$ cat src/rtl/ctrl_regs_pkg.sv
// Shared constants for the control-register bank: BOS board defaults and echo length.
package ctrl_regs_pkg;

  localparam int BOS_N_REGS = 9;
  localparam int BOS_DW     = 8;

  // Channel 8 is the top byte; supply disables (ch7, ch8) come out of reset asserted.
  localparam logic [BOS_N_REGS*BOS_DW-1:0] BOS_RST_VAL =
    {8'h01, 8'h01, 8'h00, 8'h00, 8'h00, 8'h00, 8'h00, 8'h00, 8'h00};

  localparam logic [BOS_N_REGS*BOS_DW-1:0] BOS_WR_MASK = {BOS_N_REGS*BOS_DW{1'b1}};

  localparam logic [BOS_N_REGS-1:0] BOS_PULSE_MASK = '0;

  localparam logic [7:0] ECHO_LEN = 8'd1;

endpackage

$ cat src/rtl/ctrl_regs_if.sv
// Byte-channel bus between the master and the per-channel control registers.
interface ctrl_regs_if #(
  parameter int N_REGS = 9,
  parameter int DW     = 8
);

  logic [DW-1:0]        master_data;
  logic [N_REGS-1:0]    valid_bus;
  logic [N_REGS-1:0]    rdreq_bus;
  logic [N_REGS-1:0]    have_msg_bus;
  logic [N_REGS*DW-1:0] slave_data_bus;
  logic [N_REGS*8-1:0]  len_bus;

  modport master (
    output master_data, valid_bus, rdreq_bus,
    input  have_msg_bus, slave_data_bus, len_bus
  );

  modport slave (
    input  master_data, valid_bus, rdreq_bus,
    output have_msg_bus, slave_data_bus, len_bus
  );

endinterface

$ cat src/rtl/ctrl_reg_chan.sv
// One control channel: masked register, write-echo flag and optional self-clearing pulse counter.
module ctrl_reg_chan
  import ctrl_regs_pkg::*;
#(
  parameter int            DW        = 8,
  parameter logic [DW-1:0] RST_VAL   = '0,
  parameter logic [DW-1:0] WR_MASK   = '1,
  parameter bit            PULSE     = 1'b0,
  parameter int            PULSE_CYC = 16
) (
  input  logic          clk,
  input  logic          rst,
  input  logic [DW-1:0] wr_data,
  input  logic          valid,
  input  logic          rdreq,
  output logic          have_msg,
  output logic [DW-1:0] slave_data,
  output logic [7:0]    len,
  output logic [DW-1:0] reg_out
);

  localparam int CW = $clog2(PULSE_CYC + 1);

  logic [DW-1:0] reg_q, reg_d;
  logic          have_msg_q, have_msg_d;
  logic [CW-1:0] cnt_q;
  logic          revert;

  // A write always beats both the pulse revert and a same-cycle pop.
  always_comb begin
    revert     = PULSE && (cnt_q == CW'(1));
    reg_d      = reg_q;
    have_msg_d = have_msg_q;
    if (valid) begin
      reg_d      = (wr_data & WR_MASK) | (RST_VAL & ~WR_MASK);
      have_msg_d = 1'b1;
    end else begin
      if (revert) reg_d = RST_VAL;
      if (rdreq)  have_msg_d = 1'b0;
    end
  end

  always_ff @(posedge clk or posedge rst) begin
    if (rst) begin
      reg_q      <= RST_VAL;
      have_msg_q <= 1'b0;
    end else begin
      reg_q      <= reg_d;
      have_msg_q <= have_msg_d;
    end
  end

  generate
    if (PULSE) begin : g_pulse
      logic [CW-1:0] cnt_d;

      always_comb begin
        cnt_d = cnt_q;
        if (valid)              cnt_d = CW'(PULSE_CYC);
        else if (cnt_q != '0)   cnt_d = cnt_q - CW'(1);
      end

      always_ff @(posedge clk or posedge rst) begin
        if (rst) cnt_q <= '0;
        else     cnt_q <= cnt_d;
      end
    end else begin : g_no_pulse
      assign cnt_q = '0;
    end
  endgenerate

  assign have_msg   = have_msg_q;
  assign slave_data = have_msg_q ? reg_q : '0;
  assign len        = have_msg_q ? ECHO_LEN : 8'd0;
  assign reg_out    = reg_q;

endmodule

$ cat src/rtl/ctrl_regs.sv
// Parametrised bank of N_REGS control registers on the byte-channel bus.
module ctrl_regs
  import ctrl_regs_pkg::*;
#(
  parameter int                   N_REGS     = BOS_N_REGS,
  parameter int                   DW         = BOS_DW,
  parameter logic [N_REGS*DW-1:0] RST_VAL    = '0,
  parameter logic [N_REGS*DW-1:0] WR_MASK    = '1,
  parameter logic [N_REGS-1:0]    PULSE_MASK = '0,
  parameter int                   PULSE_CYC  = 16
) (
  input  logic                 clk,
  input  logic                 rst,
  ctrl_regs_if.slave           bus,
  output logic [N_REGS*DW-1:0] regs_out
);

  genvar i;
  generate
    for (i = 0; i < N_REGS; i++) begin : g_chan
      ctrl_reg_chan #(
        .DW        (DW),
        .RST_VAL   (RST_VAL[i*DW +: DW]),
        .WR_MASK   (WR_MASK[i*DW +: DW]),
        .PULSE     (PULSE_MASK[i]),
        .PULSE_CYC (PULSE_CYC)
      ) u_chan (
        .clk        (clk),
        .rst        (rst),
        .wr_data    (bus.master_data),
        .valid      (bus.valid_bus[i]),
        .rdreq      (bus.rdreq_bus[i]),
        .have_msg   (bus.have_msg_bus[i]),
        .slave_data (bus.slave_data_bus[i*DW +: DW]),
        .len        (bus.len_bus[i*8 +: 8]),
        .reg_out    (regs_out[i*DW +: DW])
      );
    end
  endgenerate

endmodule
$ cat src/flat_wrapper.sv
// flat-port wrapper written by rule: the top's interface ports become plain ports
module ctrl_regs_flat import ctrl_regs_pkg::*;
#(
  parameter int                   N_REGS     = BOS_N_REGS,
  parameter int                   DW         = BOS_DW,
  parameter logic [N_REGS*DW-1:0] RST_VAL    = '0,
  parameter logic [N_REGS*DW-1:0] WR_MASK    = '1,
  parameter logic [N_REGS-1:0]    PULSE_MASK = '0,
  parameter int                   PULSE_CYC  = 16
)
  (clk, rst, regs_out, bus_master_data, bus_valid_bus, bus_rdreq_bus, bus_have_msg_bus, bus_slave_data_bus, bus_len_bus);
  ctrl_regs_if #(.N_REGS(N_REGS), .DW(DW)) bus_i ();
  input  logic clk;
  input  logic rst;
  output logic [N_REGS*DW-1:0] regs_out;
  input wire logic [$bits(bus_i.master_data)-1:0] bus_master_data;
  input wire logic [$bits(bus_i.valid_bus)-1:0] bus_valid_bus;
  input wire logic [$bits(bus_i.rdreq_bus)-1:0] bus_rdreq_bus;
  output wire logic [$bits(bus_i.have_msg_bus)-1:0] bus_have_msg_bus;
  output wire logic [$bits(bus_i.slave_data_bus)-1:0] bus_slave_data_bus;
  output wire logic [$bits(bus_i.len_bus)-1:0] bus_len_bus;
  assign bus_i.master_data = bus_master_data;
  assign bus_i.valid_bus = bus_valid_bus;
  assign bus_i.rdreq_bus = bus_rdreq_bus;
  assign bus_have_msg_bus = bus_i.have_msg_bus;
  assign bus_slave_data_bus = bus_i.slave_data_bus;
  assign bus_len_bus = bus_i.len_bus;
  ctrl_regs #(.N_REGS(N_REGS), .DW(DW), .RST_VAL(RST_VAL), .WR_MASK(WR_MASK), .PULSE_MASK(PULSE_MASK), .PULSE_CYC(PULSE_CYC)) u_core (.clk(clk), .rst(rst), .bus(bus_i), .regs_out(regs_out));
endmodule
$ cat config.mk
export PLATFORM = sky130hd
export DESIGN_NAME = ctrl_regs_flat
export DESIGN_NICKNAME = d
export VERILOG_FILES = /design/src/rtl/ctrl_regs_pkg.sv /design/src/rtl/ctrl_regs_if.sv /design/src/rtl/ctrl_reg_chan.sv /design/src/rtl/ctrl_regs.sv /design/src/flat_wrapper.sv
export SDC_FILE = /design/constraint.sdc
export NUM_CORES = 1
export LEC_CHECK = 0
export CAP_MARGIN = 20
export CORE_MARGIN = 2
export CORE_UTILIZATION = 35
export DETAILED_ROUTE_END_ITERATION = 10
export PLACE_DENSITY = 0.76
export SYNTH_ARGS = -nofsm -noshare
export SYNTH_HDL_FRONTEND = slang
export SYNTH_SLANG_ARGS = --single-unit
export TNS_END_PERCENT = 20
$ cat constraint.sdc
create_clock -name clk -period 3.9 [get_ports clk]
set_clock_uncertainty 0.1 [all_clocks]
set_input_delay 0.975 -clock clk [delete_from_list [all_inputs] [get_ports clk]]
set_output_delay 0.975 -clock clk [all_outputs]
set_load 0.02 [all_outputs]
==> impl_metrics.json <==
{
  "grt-ovfl-total": 0,
  "min_path_type": "reg -> reg",
  "endpoint_kind": "output port",
  "power_frac_seq_pct": 37.7,
  "seqCellArea_mm2": 0.002027,
  "dieArea_mm2": 0.01345,
  "wire_per_inst_um": 16.07,
  "power_frac_clock_pct": 29.4,
  "fin_setup_tns_ns": 0,
  "status": "complete, no violations",
  "final_common_cell": "clkdlybuf4s50_1",
  "yosys_warnings": 0,
  "initial_core_util_pct": 36.23,
  "cts_root_buf": "clkbuf_16",
  "intPower_mw": 1.818,
  "setup_viol": 0,
  "period_share_pct": 73.17,
  "drt-initial-drc-count": 95,
  "netlist_top_cells_area": "dfrtp_1, mux2_4, buf_4",
  "multi_input_area_mm2": 0.001847,
  "start_kind": "register",
  "timing.final.crit_period_ns": 2.854,
  "clk_latency_ns": 0.32,
  "core_mm2": 0.01211,
  "synth_top_cell_by_area": "dfrtp_1",
  "final_cell_mix": "clkdlybuf4s50_1, dfrtp_1, mux2_4, and2_1, conb_1",
  "ir_worst_vdd_mv": 0.2137,
  "gp_congestion": 0.7365,
  "worst_pin_slew_ns": 0.6374,
  "crit_arrival_ns": 1.78,
  "synth_cells": 335,
  "cts_setup_buffers": 0,
  "leakagePower_nw": 2.890,
  "fillerInstances": 1055,
  "yosysSeqAreaShare_pct": 46.19,
  "cap_violations": 0,
  "ctsHoldBuffers": 0,
  "syn2layout_area_growth_pct": 43.86,
  "slew_viol_final": 0,
  "syn_area_per_cell_um2": 13.10,
  "ys_seq_elements": 81,
  "num_rows": 40,
  "cts.reportedPaths.clkPinSlew_ns": 0.06,
  "vias": 2885,
  "finalWirelength_um": 10960,
  "ctsResizeCount": 0,
  "io_pins": 253,
  "io_buffer_count": 189,
  "drive_above_1_share_pct": 19.46,
  "p_sw_share_pct": 31.78,
  "nNetsFinal": 537,
  "dr.pass1.iters": 2,
  "max_slew_margin_pct": 57.38,
  "gr-usage-all-layers_pct": 16.03,
  "grt_pass1_vias": 2773,
  "p_per_area_mw_per_mm2": 422.1,
  "die_w_um": 116.0,
  "fmax_mhz": 350.4,
  "grt_pass1_wl_um": 16150,
  "power_switching_mw": 0.8466,
  "hold_violations": 0,
  "pwr-share-comb_pct": 32.9,
  "h-tree-depth": 3,
  "diodes": 0,
  "grt_setup_unrepaired": "false",
  "antenna_found_initial": 0,
  "grt_max_degree": 32,
  "reg2reg_slack_ns": 2.88,
  "dpl.hpwl_um": 7912,
  "crit_type": "reg -> out",
  "vias_per_cell": 4.230,
  "cp.required_ns": 2.82,
  "cp_max_fo": 11,
  "clock_sinks": 81,
  "netlist.area_leader.share_pct": 46.19,
  "yosys.cell_types.count": 8,
  "total_power_mw": 2.664,
  "cts.path.max_buffers": 2,
  "cts_tree": "done",
  "utilization_pct": 52.12,
  "postRouteAntennaNets": 0,
  "synth_area_mm2": 0.004388,
  "drc": 0,
  "numCtsBuffers": 9,
  "die_y_um": 116.0
}
final cells by class:
type,instances,share of cell area (%)
clock buffer,10,3.786
clock inverter,6,0.6938
inverter,10,0.6145
multi-input combinational,216,29.26
sequential,81,32.11
tap,168,3.330
timing repair buffer,191,30.21
state kept, by name, summed over array words and instances (netlist names):
register / count
u_core.g_chan.u_chan.have_msg: 9
u_core.g_chan.u_chan.reg_out: 72
cell usage after synthesis, drive strengths merged:
master   n
buf     90
dfrtp   81
and2    72
a21o     9
mux2    72
inv     10
conb     1
worst paths after layout:
| path | startpoint | end | cells past startpoint |
|---|---|---|---|
| setup / recovery | u_core.g_chan[2].u_chan.have_msg | bus_slave_data_bus[19] | 2 |
| hold / removal | u_core.g_chan[4].u_chan.reg_out[5] | u_core.g_chan[4].u_chan.reg_out[5] | 1 |
| setup reg to reg | u_core.g_chan[2].u_chan.have_msg | u_core.g_chan[2].u_chan.have_msg | 1 |
| hold reg to reg | u_core.g_chan[4].u_chan.reg_out[5] | u_core.g_chan[4].u_chan.reg_out[5] | 1 |
| max in group asynchronous | rst | u_core.g_chan[4].u_chan.reg_out[6] | 3 |
| min in group asynchronous | rst | u_core.g_chan[5].u_chan.reg_out[6] | 2 |
worst max-delay path, cell delays in order (launching register included):
cell and delay (ns):
dfrtp_1 0.63, and2_1 0.21, clkdlybuf4s50_1 0.61
logic make-up (layout without fill, tap and decap cells):
group           Yosys count  in the layout  share of synthesized area [%]
other cells               1             63                        0.08546
simple gates             72             72                          10.27
buf+inv                 100            217                          17.02
flops                    81             81                          46.19
compound gates            9              9                          1.797
mux                      72             72                          24.64
through the flow:
step | instance area (um2) | cells | hold slack (ns) | setup slack [ns]
global placement | 6030 | 666 | 0.4207 | 1.417
CTS | 6312 | 682 | 0.4333 | 1.015
detailed placement | 6030 | 666 | 0.4176 | 1.384
finish | 6312 | 682 | 0.4333 | 1.046
floorplan | 4621 | 397 | 0.4825 | 0.7449
global route | 6312 | 682 | 0.4512 | 0.9759
power by group through the flow:
stage / combinational, mW / clock [mW] / sequential [mW]
final: 0.876 / 0.785 / 1.00
after global routing: 0.919 / 0.840 / 1.02
after CTS: 0.883 / 0.798 / 1.01
after detailed placement: 0.880 / 0 / 1.02
after global placement: 0.871 / 0 / 1.02
after floorplan: 0.457 / 0 / 1.09
per-layer routing:
layer  global-route usage (%)  share of wire [%]  up-vias
met2                    25.73                 49      152
met3                    3.504                6.5       12
met1                    21.68                 44     1437
li1                         -                  -     1284
met4                    5.238                1.4        0
met5                        0                  0        -
Power figures use the tool's default switching activity.
